**config.mk**
```make
export PLATFORM = sky130hd
export DESIGN_NAME = fifo_read_stream_adapter
export DESIGN_NICKNAME = d
export VERILOG_FILES = /design/src/rtl/fifo_read_stream_adapter.sv
export SDC_FILE = /design/constraint.sdc
export NUM_CORES = 1
export LEC_CHECK = 0
export ABC_AREA = 1
export BUFFER_PORTS_ARGS = -buffer_cell sky130_fd_sc_hd__buf_4
export CAP_MARGIN = 20
export CORE_ASPECT_RATIO = 1.4
export CORE_MARGIN = 4
export CORE_UTILIZATION = 63
export CTS_CLUSTER_DIAMETER = 150
export DETAILED_ROUTE_END_ITERATION = 7
export PLACE_DENSITY = 0.84
export SLEW_MARGIN = 30
export SYNTH_ARGS = -nofsm -noshare
export SYNTH_HDL_FRONTEND = slang
export SYNTH_SLANG_ARGS = --single-unit
```
**constraint.sdc**
```tcl
create_clock -name rclk -period 5.1 [get_ports rclk]
set_clock_uncertainty 0.05 [all_clocks]
set_input_delay 1.02 -clock rclk [delete_from_list [all_inputs] [get_ports rclk]]
set_output_delay 1.02 -clock rclk [all_outputs]
set_load 0.1 [all_outputs]
```
**src/rtl/fifo_read_stream_adapter.sv**
```systemverilog
// Read-side FIFO adapter: issues reads against a fixed-latency SRAM FIFO, tracks them
// in flight and re-presents the returned words as a first-word-fall-through stream.
module fifo_read_stream_adapter_chk #(
  parameter int buffer_depth = 5,
  parameter int cnt_w        = 3
) (
  input logic             rclk,
  input logic             reset,
  input logic             fifo_empty,
  input logic             fifo_r,
  input logic [cnt_w-1:0] level
);
  localparam logic [cnt_w-1:0] depth_c = cnt_w'(buffer_depth);

  level_bound_a: assert property (@(posedge rclk) disable iff (reset) level <= depth_c);
  no_read_empty_a: assert property (@(posedge rclk) disable iff (reset) !(fifo_r && fifo_empty));
endmodule

module fifo_read_stream_adapter #(
  parameter int word_size    = 16,
  parameter int read_latency = 3,
  parameter int buffer_depth = 5
) (
  input  logic                              rclk,
  input  logic                              reset,
  input  logic                              fifo_empty,
  output logic                              fifo_r,
  input  logic [word_size-1:0]              fifo_rdata,
  output logic                              out_valid,
  input  logic                              out_ready,
  output logic [word_size-1:0]              out_data,
  output logic [$clog2(buffer_depth+1)-1:0] level
);
  localparam int cnt_w = $clog2(buffer_depth + 1);
  localparam int ptr_w = $clog2(buffer_depth);
  localparam logic [cnt_w-1:0] depth_c = cnt_w'(buffer_depth);

  if ((read_latency < 1) || (read_latency > 8) || (buffer_depth < read_latency + 1)) begin : g_param_check
    $error("fifo_read_stream_adapter: read_latency must be 1..8 and buffer_depth >= read_latency+1");
  end

  logic [read_latency-1:0] inflight_r;
  logic [read_latency:0]   shift_s;
  logic [cnt_w-1:0]        credit_r;
  logic [cnt_w-1:0]        level_r;
  logic [cnt_w-1:0]        level_next_s;
  logic [ptr_w-1:0]        wptr_r;
  logic [ptr_w-1:0]        rptr_r;
  logic                    valid_r;
  logic [word_size-1:0]    mem_r [buffer_depth];
  logic                    fifo_r_s;
  logic                    capture_s;
  logic                    pop_s;

  function automatic logic [ptr_w-1:0] ptr_inc(input logic [ptr_w-1:0] p);
    if (p == ptr_w'(buffer_depth - 1)) begin
      return ptr_w'(0);
    end else begin
      return p + ptr_w'(1);
    end
  endfunction

  // Credit covers both in-flight reads and stored words, so a capture never overflows.
  assign fifo_r_s     = !reset && !fifo_empty && (credit_r < depth_c);
  assign shift_s      = {inflight_r, fifo_r_s};
  assign capture_s    = inflight_r[read_latency-1];
  assign pop_s        = valid_r && out_ready;
  assign level_next_s = level_r + cnt_w'(capture_s) - cnt_w'(pop_s);

  // Control state: issue tags, credit, occupancy, pointers and the registered valid.
  always_ff @(posedge rclk) begin
    if (reset) begin
      inflight_r <= {read_latency{1'b0}};
      credit_r   <= cnt_w'(0);
      level_r    <= cnt_w'(0);
      wptr_r     <= ptr_w'(0);
      rptr_r     <= ptr_w'(0);
      valid_r    <= 1'b0;
    end else begin
      inflight_r <= shift_s[read_latency-1:0];
      credit_r   <= credit_r + cnt_w'(fifo_r_s) - cnt_w'(pop_s);
      level_r    <= level_next_s;
      valid_r    <= (level_next_s != cnt_w'(0));
      if (capture_s) begin
        wptr_r <= ptr_inc(wptr_r);
      end
      if (pop_s) begin
        rptr_r <= ptr_inc(rptr_r);
      end
    end
  end

  // Buffer storage is never cleared; stale contents are masked by valid_r.
  always_ff @(posedge rclk) begin
    if (capture_s && !reset) begin
      mem_r[wptr_r] <= fifo_rdata;
    end
  end

  assign fifo_r    = fifo_r_s;
  assign out_valid = valid_r;
  assign out_data  = mem_r[rptr_r];
  assign level     = level_r;

  fifo_read_stream_adapter_chk #(.buffer_depth(buffer_depth), .cnt_w(cnt_w)) u_chk (
    .rclk       (rclk),
    .reset      (reset),
    .fifo_empty (fifo_empty),
    .fifo_r     (fifo_r_s),
    .level      (level_r)
  );
endmodule
```
==> impl_metrics.json <==
{
  "netlist_instances": 430,
  "antenna_left": 0,
  "dp_hpwl_mm": 4.953,
  "synthAdderAreaFrac_pct": 3.536,
  "grt_use_total_pct": 20.07,
  "synthMuxAreaShare_pct": 0,
  "avgSynthCellArea_um2": 10.04,
  "layout.cells.non_filler": 567,
  "antenna_found_initial": 0,
  "syn2layout_area_growth_pct": 12.61,
  "root_buffer": "clkbuf_8",
  "grt_pass1_vias": 2763,
  "cts_buffers": 9,
  "cap_violations": 0,
  "peakVddDrop_mv": 0.4112,
  "ctsHoldBuffers": 0,
  "yosys.area_share.xor_xnor_pct": 0.4058,
  "cts_tree": "done",
  "fmax_mhz": 299.2,
  "drc": 0,
  "initial_core_util_pct": 65.28,
  "cts_buffer_depth": 2,
  "powerDensity_nw_per_um2": 444.4,
  "crit_path_end": "out_data[3]",
  "synth_top_family_by_area": "simple AND/OR/NAND/NOR gates",
  "synth_warnings": 0,
  "cts_setup_buffers": 0,
  "setup_tns_ns": 0,
  "yosysUniqueCellTypes": 21,
  "yosys.area_share.simple_pct": 19.36,
  "synth-compound-area-share_pct": 1.507,
  "ys_ff_latch": 99,
  "drt_iter0_markers": 192,
  "required_ns": 4.03,
  "grt_first_pass_wirelength_mm": 12.59,
  "fp.coreArea_um2": 6613,
  "worst_pin_slew_ns": 0.9570,
  "leakage_nw": 2.186,
  "placed_cells": 551,
  "syn_area_um2": 4317,
  "htreeDepth": 3,
  "finalWirelength_mm": 7.836,
  "max_slew_margin_pct": 36.13,
  "wl_per_cell_um": 13.82,
  "crit_path_end_kind": "output port",
  "crit_path_start_kind": "flip-flop",
  "rows": 35,
  "gp_congestion": 0.8309,
  "slew_violations": 0,
  "vias": 2811,
  "outcome": "finished clean",
  "r2r-start": "wptr_r[0]",
  "finalCriticalPeriod_ns": 3.343,
  "drive_gt1_share_pct": 15.58,
  "final_hold_viol_count": 0,
  "path_max_fanout": 17,
  "grt_setup_unrepaired": "false",
  "grt_max_degree": 34,
  "path_class": "flip-flop to output port",
  "finalSetupViolCount": 0,
  "vias_per_cell": 4.958,
  "post-route-period-util_pct": 65.54,
  "n_antenna_cell": 0,
  "hp-class": "flip-flop to flip-flop",
  "reg2reg_to": "mem_r[0][6]",
  "cts.sinks": 99,
  "seq_area_frac_synth_pct": 64.46,
  "clk_latency_ns": 0.35,
  "r2r_cells": 3,
  "r2r_slack_ns": 3.11,
  "grt_overflow_total": 0,
  "port_buffers": 40,
  "whs_ns": 0.3517,
  "die_area_um2": 8259,
  "drtPass1Iterations": 4,
  "die_x_um": 77.96,
  "synth_nets": 461,
  "layout.nets": 501,
  "path_clk_slew_ns": 0.09,
  "cts_resized": 0,
  "arrival_ns": 2.27,
  "die_h_um": 105.9,
  "pin_count": 41
}
## cell type report
cell class / count / area (um^2)
Inverter: 91 / 344.1
Multi-Input combinational cell: 226 / 1102
Fill cell: 428 / 1752
Sequential cell: 99 / 2783
Clock inverter: 5 / 62.56
Timing Repair Buffer: 43 / 322.8
Clock buffer: 11 / 131.4
Tap cell: 92 / 115.1
## worst max-delay path, cell delays in order, from the launching register on
cell and delay, ns:
dfxtp_1 0.85, inv_1 0.55, nand2_1 0.18, nand2_1 0.09, buf_4 0.24
## registers in the layout (all words and copies together), names as in the netlist, named ones only
signal	count
mem_r	80
credit_r	3
inflight_r	3
level	3
rptr_r	3
wptr_r	3
out_valid	1
## per-layer routing
metal / vias to the layer above / share of wire [%] / routed length (um) / track usage (%)
met5: - / 0 / 0 / 0
met2: 84 / 55 / 4331 / 36.95
met3: 10 / 6.4 / 505 / 3.051
met1: 1298 / 37 / 2880 / 22.18
met4: 0 / 1.5 / 119 / 10.00
li1: 1419 / - / - / -
## cell families after synthesis
kind of cell	count (synthesis)
and+or+nand+nor	201
AOI/OAI and AO/OA	12
DFF	99
xor gates and xnor gates	2
adders and majority gates	11
buffers and inverters	105
## power breakdown
group / switching, mW / total, mW / leakage (nW) / internal (mW)
registers: 0.0296 / 0.935 / 0.875 / 0.906
clock network: 0.253 / 0.482 / 0.0901 / 0.230
logic: 0.576 / 0.743 / 1.22 / 0.166
## worst min-delay path by stage
stage | slack [ns] | from | cells after the start | end
4_1_cts | 0.36 | inflight_r[1] | 2 | inflight_r[2]
2_1_floorplan | 0.34 | inflight_r[0] | 2 | inflight_r[1]
6_report | 0.35 | inflight_r[1] | 2 | inflight_r[2]
3_5_place_dp | 0.35 | inflight_r[1] | 2 | inflight_r[2]
3_3_place_gp | 0.35 | inflight_r[1] | 2 | inflight_r[2]
5_1_grt | 0.37 | inflight_r[1] | 2 | inflight_r[2]
## synth_stat cells
| master | number | share of area [%] |
|---|---|---|
| inv_2 | 1 | 0.087 |
| clkbuf_1 | 2 | 0.17 |
| o21ai_0 | 4 | 0.46 |
| nand2_2 | 10 | 1.4 |
| fa_1 | 2 | 0.93 |
| inv_4 | 1 | 0.15 |
| nor3_1 | 6 | 0.70 |
| dfxtp_1 | 19 | 8.8 |
| buf_2 | 2 | 0.23 |
| nand3_1 | 39 | 4.5 |
| nand2_1 | 131 | 11 |
| buf_8 | 1 | 0.35 |
| buf_6 | 5 | 1.3 |
| a21boi_0 | 2 | 0.35 |
| edfxtp_1 | 80 | 56 |
| nor2_1 | 15 | 1.3 |
| xor2_1 | 2 | 0.41 |
| ha_1 | 9 | 2.6 |
| inv_1 | 89 | 7.7 |
| buf_4 | 4 | 0.70 |
| a21oi_1 | 6 | 0.70 |
## per-stage QoR
stage                     setup slack, ns  total power [mW]  instance area, um^2  utilization (%)
after global placement              2.055             1.684                 4662            70.50
after CTS                           1.787             2.172                 4856            73.43
final                               1.757             2.160                 4861            73.51
after floorplan                    0.4119             1.567                 4317                -
after global routing                1.618             2.262                 4861            73.51
after detailed placement            2.004             1.699                 4662            70.50
## cells in the final DEF (no fill, tap or decap)
cell and count:
nand2_1 131, inv_1 89, edfxtp_1 80, buf_4 43, nand3_1 39, dfxtp_1 19, nor2_1 13, nand2_2 10
ha_1 9, clkbuf_8 9, a21oi_1 6, o21ai_0 4, nor3_1 3, a21boi_0 2, nor3_2 2, xor2_1 2
fa_1 2, clkbuf_1 2, clkinvlp_4 2, inv_4 1, inv_2 1, nor2_4 1, nor2_2 1, nor3_4 1
inv_6 1, clkinv_4 1, bufinv_16 1
Note: power is estimated with default switching activity, not from simulation.
